===== src/rtl/stopwatch_ctrl.sv =====
// Run/pause/clear sequencer for the stopwatch timebase.
// Produces single-cycle count and scan enables on the system clock.
module stopwatch_ctrl #(
  parameter int CNT_DIV  = 4,
  parameter int SCAN_DIV = 4
) (
  input  logic       clk,
  input  logic       reset,
  input  logic       start_stop,
  input  logic       clear,
  input  logic       tc_in,
  output logic       cnt_en,
  output logic       cnt_clr,
  output logic       scan_en,
  output logic [1:0] digit_sel,
  output logic       running,
  output logic [1:0] state
);

  localparam int CP_W = $clog2(CNT_DIV);
  localparam int SP_W = $clog2(SCAN_DIV);
  localparam logic [CP_W-1:0] CP_MAX = CP_W'(CNT_DIV - 1);
  localparam logic [SP_W-1:0] SP_MAX = SP_W'(SCAN_DIV - 1);

  typedef enum logic [1:0] {
    IDLE  = 2'b00,
    RUN   = 2'b01,
    PAUSE = 2'b10,
    SAT   = 2'b11
  } state_t;

  state_t          fsm;
  logic [CP_W-1:0] cp;
  logic [SP_W-1:0] sp;

  assign state = fsm;

  // Clear outranks start_stop, which outranks a terminal-count wrap.
  // A start_stop on the wrap edge leaves cp at its maximum so the pulse
  // is issued on the first RUN edge after resume.
  always_ff @(posedge clk or posedge reset) begin
    if (reset) begin
      fsm     <= IDLE;
      cp      <= '0;
      cnt_en  <= 1'b0;
      cnt_clr <= 1'b0;
      running <= 1'b0;
    end else begin
      cnt_en  <= 1'b0;
      cnt_clr <= clear;
      if (clear) begin
        fsm     <= IDLE;
        cp      <= '0;
        running <= 1'b0;
      end else begin
        case (fsm)
          IDLE: begin
            if (start_stop) begin
              fsm     <= RUN;
              cp      <= '0;
              running <= 1'b1;
            end
          end
          RUN: begin
            if (start_stop) begin
              fsm     <= PAUSE;
              running <= 1'b0;
            end else if (cp == CP_MAX) begin
              cp <= '0;
              if (tc_in) begin
                fsm     <= SAT;
                running <= 1'b0;
              end else begin
                cnt_en <= 1'b1;
              end
            end else begin
              cp <= cp + CP_W'(1);
            end
          end
          PAUSE: begin
            if (start_stop) begin
              fsm     <= RUN;
              running <= 1'b1;
            end
          end
          SAT: begin
            fsm <= SAT;
          end
          default: begin
            fsm     <= IDLE;
            running <= 1'b0;
          end
        endcase
      end
    end
  end

  // Scan timebase runs regardless of FSM state; only reset restarts it.
  always_ff @(posedge clk or posedge reset) begin
    if (reset) begin
      sp        <= '0;
      scan_en   <= 1'b0;
      digit_sel <= 2'd0;
    end else if (sp == SP_MAX) begin
      sp        <= '0;
      scan_en   <= 1'b1;
      digit_sel <= digit_sel + 2'd1;
    end else begin
      sp      <= sp + SP_W'(1);
      scan_en <= 1'b0;
    end
  end

endmodule


===== config.mk =====
export PLATFORM = sky130hd
export DESIGN_NAME = stopwatch_ctrl
export DESIGN_NICKNAME = d
export VERILOG_FILES = /design/src/rtl/stopwatch_ctrl.sv
export SDC_FILE = /design/constraint.sdc
export NUM_CORES = 1
export LEC_CHECK = 0
export CAP_MARGIN = 5
export CORE_AREA = 2 2 39 41
export CTS_BUF_LIST = sky130_fd_sc_hd__clkbuf_4 sky130_fd_sc_hd__clkbuf_8
export CTS_CLUSTER_DIAMETER = 30
export CTS_CLUSTER_SIZE = 8
export DETAILED_ROUTE_END_ITERATION = 7
export DIE_AREA = 0 0 41 43
export SLEW_MARGIN = 25
export SYNTH_ARGS = -nofsm -noshare
export SYNTH_HDL_FRONTEND = slang
export SYNTH_SLANG_ARGS = --single-unit

===== constraint.sdc =====
create_clock -name clk -period 3 [get_ports clk]
set_input_delay 0.75 -clock clk [delete_from_list [all_inputs] [get_ports clk]]
set_output_delay 0.75 -clock clk [all_outputs]
set_load 0.005 [all_outputs]

=== Word level (Yosys, flattened, before mapping) ===
Index checks and enable logic that the tools add are counted.

* Multiplexer cells: 24
* Eq/ne operators: 10
* Reduce and logical (&&, ||, !) cells: 7
* Add/sub/neg operators: 3

{| class="wikitable"
|+ Operator list
! operator !! number
|-
| 2-bit 2-to-1 mux || 10
|-
| 1-bit 2-to-1 mux || 11
|-
| 2-bit == test (second input constant) || 4
|-
| 4-bit inequality test (second input constant) || 2
|-
| 2-bit by 1-bit adder with 2-bit output (second input constant) || 3
|-
| 3-bit inequality test (second input constant) || 2
|-
| 2-bit one-hot mux with 3 select lines || 1
|-
| 3-bit AND reduction || 2
|-
| 3-bit nonzero test || 2
|-
| 2-bit one-hot mux with 2 select lines || 1
|-
| 4-bit AND reduction || 1
|-
| 3-bit by 1-bit inequality test with 1-bit output (second input constant) || 1
|-
| 2-bit by 1-bit == test with 1-bit output (second input constant) || 1
|-
| 2-bit zero test || 1
|-
| 1-bit one-hot mux with 2 select lines || 1
|-
| 2-bit OR reduction || 1
|}

* Flip-flop bits (word level): 12
* Logic and storage cells: 52
* Output and inout bits: 8
* Input port bits: 5

=== Longest topological paths before layout ===
Gate-level depths: netlist of run 1.

* Depth after elaboration: 5
* Gate-level depth with buffers: 4
* Mapped depth without buffers: 4

=== Least setup slack after synthesis of run 1 ===
Ideal clock, no wire load.

* Path type: input to register
* From: input port start_stop
* To: register cp[0]
* Arrival: 1,281 ps
* Stages: 4
* Slack: 1,642 ps
* Library setup time: 77 ps
* Path buffers: 1
* Data required time: 2,923 ps
* Cells stage by stage: buf_6 nor4_2 o21ai_1 a21oi_1

* Longest elaborated chain between the ends: 2
* Elaborated cells on any way between the ends: 3
* Those cells by class: eq/ne (2); reduce/logical (1)

{| class="wikitable"
|+ Ends and longest elaborated chain
! element !! RTL line !! RTL
|-
| start, declared || 9 || <nowiki>input logic start_stop,</nowiki>
|-
| 3-bit inequality test (no source line) || -- ||
|-
| 3-bit AND reduction (no source line) * || -- ||
|-
| end signal, assigned || 77 || <nowiki>cp <= cp + CP_W'(1);</nowiki>
|-
| end, declared || 33 || <nowiki>logic [CP_W-1:0] cp;</nowiki>
|}

Every way passes the cells marked *; elsewhere a longest branch is shown, timed or not.
A chain may end at the register's enable or synchronous reset.

=== Worst setup path after layout of run 1 ===
* From: register fsm[0] (netlist: state[0])
* To: output port state[0]

{| class="wikitable"
|+ RTL lines
! element !! RTL line !! RTL
|-
| start, declared || 32 || <nowiki>state_t fsm;</nowiki>
|-
| start signal, assigned || 43 || <nowiki>fsm <= IDLE;</nowiki>
|-
| start signal, assigned || 52 || <nowiki>fsm <= IDLE;</nowiki>
|-
| start signal, assigned || 59 || <nowiki>fsm <= RUN;</nowiki>
|-
| end, declared || 17 || <nowiki>output logic [1:0] state</nowiki>
|}

No word-level cell between the ends.

==> results of run 1 <==
state kept, by name (all words and copies together) (netlist names):
name	cells
cp	2
running	1
scan_en	1
cnt_clr	1
state	2
digit_sel	2
cnt_en	1
sp	2
per-layer routing:
metal  GRT usage  up-vias  share of wire
met5           0        -              0
met4     0.06000        0              0
met3     0.06283        0          0.031
met2      0.1688        6           0.48
met1      0.1701      161           0.48
li1            -      176              -
path summary, 6_finish.rpt:
path | startpoint | cells past startpoint | to | slack, ns
max in group asynchronous | reset | 2 | state[1] | 1.90
min | sp[0] | 1 | sp[0] | 0.43
min in group asynchronous | reset | 2 | scan_en | 0.78
max reg2reg | cp[0] | 4 | cp[0] | 1.80
min reg2reg | sp[0] | 1 | sp[0] | 0.43
max | state[0] | 1 | state[0] | 0.90
power by group through the flow:
stage	Combinational, mW	Sequential [mW]	Clock, mW
2_1_floorplan	0.0181	0.172	0
5_1_grt	0.0340	0.172	0.135
4_1_cts	0.0310	0.171	0.129
3_5_place_dp	0.0310	0.175	0
6_report	0.0304	0.172	0.125
3_3_place_gp	0.0306	0.175	0
cell usage in the layout, fill, tap and decap left out, drive strengths merged:
cell type	n
dfrtp	12
a21oi	2
a21o	1
a31oi	2
clkbuf	4
a2bb2oi	1
inv	3
o21bai	2
xnor2	1
nand3	2
clkdlybuf4s50	12
and4	1
ha	2
nand2	3
nor4	1
nor2	4
o21ai	1
and2	1
xor2	1
a311oi	1
cell families after synthesis:
family                     after synthesis  share of synthesized area
buffers and inverters                    5                    0.05471
xor gates and xnor gates                 2                    0.03483
adders and majority gates                2                    0.04974
AOI/OAI and AO/OA                       10                     0.1343
and+or+nand+nor                         12                     0.1293
DFF                                     12                     0.5970
worst reg2reg max path, cell delays in order, from the launching register on:
cell	delay [ns]
dfrtp_1	0.42
ha_1	0.26
nor4_2	0.21
o21ai_1	0.09
a21oi_1	0.15
layout make-up:
class                   instances  area (sq um)  share of cell area
clock buffers                   4         36.28             0.05472
inverters                       3         11.26             0.01698
multi-input cells              26         175.2              0.2642
flip-flops and latches         12         300.3              0.4528
well taps                      16         20.02             0.03019
repair buffers                 12         120.1              0.1811
stage by stage:
step,std cells,worst slack (ns),util
after CTS,73,0.8914,0.4792
after global placement,69,1.096,0.4530
after floorplan,43,1.642,-
after global routing,73,0.8391,0.4792
final,73,0.8952,0.4792
after detailed placement,69,1.050,0.4530
==> summary.md, run 1 <==
| Metric | Value |
|---|---|
| Post-Route WL | `~870 um` |
| Area fraction of the dominant cell type after synthesis | `0.5970` |
| Via density | `4.699` |
| H-tree depth | `1` |
| Filler cells | `137` |
| MaxCap Viol Count | `0` |
| TNS Setup | `0 ns` |
| Initial antenna violation count | `0` |
| Antenna cell count | `0` |
| Most common library cells after synthesis | `dfrtp_1, nor2_1, inv_1, nand2_1` |
| Hpwl dp | `666 um` |
| CTS Buf Count | `3` |
| Comb pwr share | `0.093` |
| Slew @ Worst Pin | `about 0.46 ns` |
| Clk slew on worst S/H paths | `around 0.070 ns` |
| Routability cong. | `0.7326` |
| CTS tree | `done` |
| Largest net degree at the start of global routing | `13` |
| Die Wd | `41 um` |
| Min Tclk post-route | `between 2 and 2.5 ns` |
| Starting Density | `0.3635` |
| Status | `completed` |
| Slew HR | `0.6933` |
| # setup viols final | `0` |
| Leakage Power | `about 0.31 nW` |
| Netlist cell types | `20` |
| Reg power frac | `0.524` |
| CP arrival | `1.35 ns` |
| Final period util | `0.7016` |
| Final nets | `65` |
| Critical path, cell by cell | `clkdlybuf4s50_1` |
| Crit end category | `output pin` |
| Max IR drop VDD | `around 250 uV` |
| Routed Antenna Nets | `0` |
| Placed Area | `about 630 sq um` |
| Fin area | `~660 sq um` |
| Final hold violations | `0` |
| Crit-path leading delay family | `buffers and inverters` |
| Vias after detailed routing | `approximately 340` |
| CTS resizes | `0` |
| CP peak stage delay | `roughly 0.57 ns` |
| Synth area leader | `dfrtp_1` |
| Layout cells sized above 1 | `0.1053` |
| EDFF count, synth | `0` |
| FF+latch count, synth | `12` |
| Hold slack | `between 0.4 and 0.5 ns` |
| Critical Path Source Type | `flop` |
| Clock group share of total power | `0.383` |
| Power Dens Cells | `roughly 500 mW/mm^2` |
| Fin. max-slew vios | `0` |
| Initial DRC count | `3` |
| Vias in the first global route | `roughly 320` |
| Syn Area/Cell | `11.70 sq um` |
| I/O pin count | `13` |
| Switch share | `0.2168` |
| Die ar. | `between 0.0015 and 0.002 sq mm` |
| Ys async rst share | `1.000` |
| Hold buffer count at CTS | `0` |
| RSZ-0062 raised after global routing | `false` |
| Worst hold-check path type | `flop to flop` |
| GR Util All Layers | `0.1277` |
| Synthesized area | `between 500 and 600 sq um` |
| WL/cell | `around 12 um` |
| Register area share after synthesis | `0.5970` |
| Core footprint | `0.001384 sq mm` |
| First-pass GRT wire length | `1435 um` |
| Tot Pwr | `~0.33 mW` |
| First drt pass iteration count | `2` |
| Clk buf depth | `2` |
| Crit Path Category | `flop to output pin` |
| Setup bufs post-CTS | `0` |
| Fmax | `between 400 and 500 MHz` |
| Skew final | `between 0.002 and 0.0025 ns` |
| Post-synth top flop | `dfrtp_1` |
| Clock sinks | `12` |
| Most common cell in the netlist | `dfrtp_1` |
| Remaining design rule violation count | `0` |
| P_int | `roughly 0.26 mW` |
| Max FO, Critical Path | `11` |
| Port buffer count | `12` |
| Total grt overflow | `0` |
| Syn_nets | `50` |
| Req. time, crit path | `2.25 ns` |
| Area Overhead vs Synth | `31.84%` |
| Synth area leaders | `dfrtp_1, ha_1, nor2_1` |
| Worst-Skew Late Latency | `between 0.2 and 0.3 ns` |
| CP bufs+invs | `1` |
| Root Buffer | `clkbuf_4` |
| Die Y | `43 um` |
| Gate Count Post-Synth | `43` |
| Synth warn | `0` |
| Number of cell rows | `14` |
| Net Sw Power | `0.07095 mW` |
| Slowest CP cell | `clkdlybuf4s50_1` |
Power figures use the tool's default switching activity.
==> inputs of run 2 (changes only) <==
--- a/config.mk
+++ b/config.mk
@@ -12,6 +12,7 @@
 export CTS_CLUSTER_SIZE = 8
 export DETAILED_ROUTE_END_ITERATION = 7
 export DIE_AREA = 0 0 41 43
+export PLACE_DENSITY = 0.67
 export SLEW_MARGIN = 25
 export SYNTH_ARGS = -nofsm -noshare
 export SYNTH_HDL_FRONTEND = slang
==> constraint.sdc (replaced) <==
create_clock -name clk -period 1.88 [get_ports clk]
set_input_delay 0.47 -clock clk [delete_from_list [all_inputs] [get_ports clk]]
set_output_delay 0.47 -clock clk [all_outputs]
set_load 0.005 [all_outputs]
==> run 2 against run 1 <==
  * Global-route usage is 0.58 points lower
  * Design area rose by 0.19%
  * Sequential share of layout area rose by 0.10 points
  * Highest routed layer unchanged
  * Wire length fell by 7.9%
  * Largest power group unchanged
  * Clock skew is 0.0018 ns lower
==> summary.md, run 2 (synthesized netlist as in run 1, its figures left out) <==
| Metric | Value |
|---|---|
| Critical path depth | `1 (unchanged)` |
| Initial antenna violation count | `0 (unchanged)` |
| First-pass GRT wire length | `1338 um (-6.8%)` |
| Slew HR | `0.7188 (+0.02546)` |
| HP Start | `sp[0]` |
| Worst hold-check path type | `flop to flop` |
| Fin. max-slew vios | `0 (unchanged)` |
| Final hold violations | `0 (unchanged)` |
| Reg2Reg Launch Point | `cp[0]` |
| Tot Pwr | `0.5224 mW (+60%)` |
| Routability cong. | `0.6969 (-4.9%)` |
| Power Dens Cells | `786.2 mW/mm^2 (+59%)` |
| # setup viols final | `0 (unchanged)` |
| Vias in the first global route | `308 (-2.8%)` |
| Via density | `4.959 (+5.5%)` |
| Multi-input gate area | `175.2 sq um (unchanged)` |
| CTS Buf Count | `3 (unchanged)` |
| Die Wd | `41 um (unchanged)` |
| Slew @ Worst Pin | `0.4214 ns (-0.03816 ns)` |
| CP arrival | `1.27 ns (-0.08 ns)` |
| Most frequent cells in the layout | `clkdlybuf4s50_1, dfrtp_1, nor2_1` |
| Min Tclk post-route | `about 1.7 ns` |
| Largest net degree at the start of global routing | `13 (unchanged)` |
| Clk buf depth | `2 (unchanged)` |
| Skew final | `0.0006028 ns (-0.001850 ns)` |
| Port buffer count | `12 (unchanged)` |
| Placed Area | `626.9 sq um (unchanged)` |
| Most common cell after layout, fill and taps aside | `clkdlybuf4s50_1` |
| FF-to-FF path depth | `3 (-1)` |
| Fin area | `664.4 sq um (+0.19%)` |
| Clock sinks | `12 (unchanged)` |
| Total grt overflow | `0 (unchanged)` |
| Sequential cell area | `301.5 sq um (+0.42%)` |
| Core footprint | `0.001384 sq mm (unchanged)` |
| Initial DRC count | `3 (unchanged)` |
| CP peak stage delay | `0.53 ns (-0.04 ns)` |
| CP bufs+invs | `1 (unchanged)` |
| Crit-path leading delay family | `buffers and inverters` |
| Req. time, crit path | `1.41 ns (-0.84 ns)` |
| Hpwl dp | `591.4 um (-11%)` |
| Fmax | `~580 MHz` |
| Status | `completed` |
| MaxCap Viol Count | `0 (unchanged)` |
| CTS tree | `done` |
| Worst-Skew Late Latency | `0.27 ns (about the same)` |
| Area Overhead vs Synth | `32.09%` |
| Post-Route WL | `799 um (-7.9%)` |
| Number of cell rows | `14 (unchanged)` |
| Critical path startpoint | `state[0]` |
| Die ar. | `0.001763 sq mm (unchanged)` |
| Remaining design rule violation count | `0 (unchanged)` |
| Crit end category | `output pin` |
| GR Util All Layers | `0.1219 (-0.005755)` |
| Starting Density | `0.3635 (unchanged)` |
| Hold buffer count at CTS | `0 (unchanged)` |
| Antenna cell count | `0 (unchanged)` |
| Filler cells | `140 (+2.2%)` |
| Routed Antenna Nets | `0 (unchanged)` |
| Layout cells sized above 1 | `0.1228 (+0.01754)` |
| Die Y | `43 um (unchanged)` |
| I/O pin count | `13 (unchanged)` |
| Final nets | `65 (unchanged)` |
| TNS Setup | `0 ns (unchanged)` |
| Crit Path Category | `flop to output pin` |
| Clk slew on worst S/H paths | `0.07 ns (about the same)` |
| H-tree depth | `1 (unchanged)` |
| Max FO, Critical Path | `11 (unchanged)` |
| Leakage Power | `0.3058 nW (-0.42%)` |
| Root Buffer | `clkbuf_4` |
| Fin util | `0.4801 (+0.0009040)` |
| WL/cell | `10.95 um (-7.9%)` |
| RSZ-0062 raised after global routing | `false` |
| First drt pass iteration count | `3 (+1)` |
| Critical path, cell by cell | `clkdlybuf4s50_1` |
| Vias after detailed routing | `362 (+5.5%)` |
| Hold Crit Depth | `1 (unchanged)` |
| Final period util | `0.9231` |
| Slowest CP cell | `clkdlybuf4s50_1` |
| Max IR drop VDD | `292.1 uV (+16%)` |
| Critical Path Source Type | `flop` |
==> run 2: changes by cell type in the layout (fill, tap and decap cells not counted) <==
cell,before,now
dfrtp_1,12,11
dfrtp_2,0,1
==> run 2: repair_timing <==
action / in CTS / in global routing
buffers inserted: 0 / 0
gates resized for setup: 0 / 1
endpoints found under the setup margin: 0 / 1
endpoints found under the hold margin: 0 / 0
==> run 2: routing by layer <==
| metal | track usage | part of all wire | vias up | wire length [um] |
|---|---|---|---|---|
| li1 | - | - | 174 | - |
| met1 | 0.1375 | 0.45 | 175 | 362 |
| met2 | 0.1625 | 0.48 | 13 | 381 |
| met3 | 0.06283 | 0.069 | 0 | 55 |
| met4 | 0.1000 | 0 | 0 | 0 |
| met5 | 0 | 0 | - | 0 |
==> run 2: path summary, 6_finish.rpt <==
path / to / slack [ns]
worst max-delay path: state[0] / 0.14
min in group asynchronous: digit_sel[1] / 0.49
max in group asynchronous: state[0] / 1.07
worst min register to register: sp[0] / 0.43
worst min-delay path: sp[0] / 0.43
worst max register to register: running / 0.68
==> run 2: cell type report <==
type,count,area share
sequential,12,0.4539
multi-input combinational,26,0.2637
timing repair buffer,12,0.1808
clock buffer,4,0.05461
tap,16,0.03013
inverter,3,0.01695
==> run 2: report_power, final <==
part           total [mW]  internal (mW)  switching, mW
sequential          0.274          0.265        0.00941
clock               0.200          0.118         0.0829
combinational      0.0474         0.0269         0.0205
total               0.522          0.410          0.113
==> run 2: stage by stage <==
stage	worst slack, ns	instances	hold WS (ns)
3_3_place_gp	0.2568	69	0.4161
6_report	0.1445	73	0.4296
2_1_floorplan	0.7715	43	0.3347
4_1_cts	0.04113	73	0.4371
3_5_place_dp	0.2198	69	0.4293
5_1_grt	0.09738	73	0.4453
==> run 2: worst register-to-register path: stages, from the launching register on <==
cell and delay (ns):
dfrtp_1 0.42, ha_1 0.26, a21o_1 0.18, a311oi_1 0.25
==> inputs of run 3 (changes only) <==
--- a/config.mk
+++ b/config.mk
@@ -13,6 +13,7 @@
 export DETAILED_ROUTE_END_ITERATION = 7
 export DIE_AREA = 0 0 41 43
 export PLACE_DENSITY = 0.67
+export SETUP_SLACK_MARGIN = 0.2
 export SLEW_MARGIN = 25
 export SYNTH_ARGS = -nofsm -noshare
 export SYNTH_HDL_FRONTEND = slang
==> run 3 against run 2 <==
  * Sequential power fell by 2%
  * Sequential cell count stayed put
  * Via count is 3.9% higher
  * Utilization is 1.6 points higher
  * Register-to-register slack barely moved
  * Wire length increased by 2.3%
  * Fmax rose by 7.9%
  * Worst hold slack about the same
  * Sequential share of layout area decreased by 1.5 points
  * Clock skew about the same
  * Clock-buffer cell count stayed put
  * Critical path type unchanged
==> summary.md, run 3 (synthesized netlist as in run 1, its figures left out) <==
| Metric | Value |
|---|---|
| GR Util All Layers | `0.1260 (+0.004098)` |
| Worst hold-check path type | `flop to flop` |
| Starting Density | `0.3635 (unchanged)` |
| Crit Path Category | `flop to output pin` |
| CP peak stage delay | `0.51 ns (-0.02 ns)` |
| Most common cell after layout, fill and taps aside | `clkdlybuf4s50_1` |
| FF-to-FF path depth | `3 (unchanged)` |
| Port buffer count | `12 (unchanged)` |
| Critical path depth | `1 (unchanged)` |
| # setup viols final | `0 (unchanged)` |
| Worst-Skew Late Latency | `0.27 ns (about the same)` |
| Fin. max-slew vios | `0 (unchanged)` |
| Max IR drop VDD | `289.1 uV (-1.0%)` |
| Fin util | `0.4964 (+0.01628)` |
| Skew final | `0.0002708 ns (-0.0003320 ns)` |
| Status | `completed` |
| Root Buffer | `clkbuf_4` |
| Vias in the first global route | `316 (+2.6%)` |
| MaxCap Viol Count | `0 (unchanged)` |
| Die Y | `43 um (unchanged)` |
| Critical path startpoint | `running` |
| Clk slew on worst S/H paths | `0.07 ns (about the same)` |
| Reg2Reg Setup Slack | `0.68 ns (about the same)` |
| TNS Setup | `0 ns (unchanged)` |
| Via density | `4.947 (-0.23%)` |
| Reg2Reg Launch Point | `cp[0]` |
| Power Dens Cells | `766.0 mW/mm^2 (-2.6%)` |
| Slew @ Worst Pin | `0.4229 ns (+0.001563 ns)` |
| Final period util | `0.8554 (-0.06775)` |
| Number of cell rows | `14 (unchanged)` |
| First-pass GRT wire length | `1386 um (+3.6%)` |
| H-tree depth | `1 (unchanged)` |
| Hold Crit Depth | `1 (unchanged)` |
| Fmax | `621.9 MHz (+7.9%)` |
| Min Tclk post-route | `1.608 ns (-0.1274 ns)` |
| Crit-path leading delay family | `buffers and inverters` |
| Setup crit end | `running` |
| First drt pass iteration count | `3 (unchanged)` |
| Crit end category | `output pin` |
| Largest net degree at the start of global routing | `13 (unchanged)` |
| Clock sinks | `12 (unchanged)` |
| Filler cells | `135 (-3.6%)` |
| Most frequent cells in the layout | `clkdlybuf4s50_1, dfrtp_1, nor2_1` |
| Core footprint | `0.001384 sq mm (unchanged)` |
| Tot Pwr | `0.5262 mW (+0.73%)` |
| Remaining design rule violation count | `0 (unchanged)` |
| Max FO, Critical Path | `2 (-9)` |
| RSZ-0062 raised after global routing | `false` |
| CP bufs+invs | `1 (unchanged)` |
| I/O pin count | `13 (unchanged)` |
| Total grt overflow | `0 (unchanged)` |
| Layout cells sized above 1 | `0.1667 (+0.04386)` |
| Die ar. | `0.001763 sq mm (unchanged)` |
| Final nets | `68 (+4.6%)` |
| Clk buf depth | `2 (unchanged)` |
| Leakage Power | `0.3217 nW (+5.2%)` |
| RR Endpoint | `running` |
| CP arrival | `1.14 ns (-0.13 ns)` |
| Vias after detailed routing | `376 (+3.9%)` |
| Post-Route WL | `817 um (+2.3%)` |
| Req. time, crit path | `1.41 ns (about the same)` |
| Area Overhead vs Synth | `36.57%` |
| Initial DRC count | `3 (unchanged)` |
| Routability cong. | `0.6969 (unchanged)` |
| WL/cell | `10.75 um (-1.8%)` |
| Initial antenna violation count | `0 (unchanged)` |
| Routed Antenna Nets | `0 (unchanged)` |
| Antenna cell count | `0 (unchanged)` |
| Final hold violations | `0 (unchanged)` |
| Slowest CP cell | `clkdlybuf4s50_1` |
| Critical Path Source Type | `flop` |
| CTS Buf Count | `3 (unchanged)` |
| Hpwl dp | `591.4 um (unchanged)` |
| Die Wd | `41 um (unchanged)` |
| Slew HR | `0.7177 (-0.001043)` |
| Critical path, cell by cell | `clkdlybuf4s50_1` |
| CTS tree | `done` |
-- run 3: worst min path at each step --
stage / from / endpoint / slack, ns
after global routing: sp[0] / sp[0] / 0.45
after CTS: sp[0] / sp[0] / 0.44
final: sp[0] / sp[0] / 0.43
after global placement: sp[0] / sp[0] / 0.42
after floorplan: reset / cnt_clr / 0.33
after detailed placement: sp[0] / sp[0] / 0.43
-- run 3: power by group --
part | total (mW) | leakage (nW) | internal [mW] | switching, mW
sequential | 0.269 | 0.157 | 0.265 | 0.00439
combinational | 0.0567 | 0.144 | 0.0303 | 0.0264
clock | 0.200 | 0.0210 | 0.118 | 0.0825
total | 0.526 | 0.322 | 0.413 | 0.113
-- run 3: per-stage QoR --
step	cells	instance area [sq um]	hold slack (ns)	worst slack [ns]
2_1_floorplan	43	503.0	0.3347	0.7715
3_3_place_gp	69	626.9	0.4161	0.2568
3_5_place_dp	69	626.9	0.4293	0.2198
4_1_cts	75	679.4	0.4371	0.2373
5_1_grt	76	686.9	0.4453	0.2100
6_report	76	686.9	0.4296	0.2719
-- run 3: layer usage --
layer,GRT usage,vias to the layer above,part of all wire,wire [um]
li1,-,181,-,-
met1,0.1478,182,0.45,368
met2,0.1656,13,0.48,393
met3,0.06283,0,0.067,55
met4,0.1000,0,0,0
met5,0,-,0,0
-- run 3: area by class of cell --
cell class	count	area (sq um)	share of cell area
sequential	12	301.5	0.4390
multi-input combinational	26	175.2	0.2550
clock buffer	4	36.28	0.05282
inverter	3	11.26	0.01639
timing repair buffer	15	142.6	0.2077
tap	16	20.02	0.02914
-- run 3: timing repair --
| action | CTS | global route |
|---|---|---|
| hold endpoints to repair | 0 | 0 |
| endpoints found under the setup margin | 2 | 1 |
| buffers inserted | 2 | 1 |
| hold buffers | 0 | 0 |
| gates resized for setup | 1 | 0 |
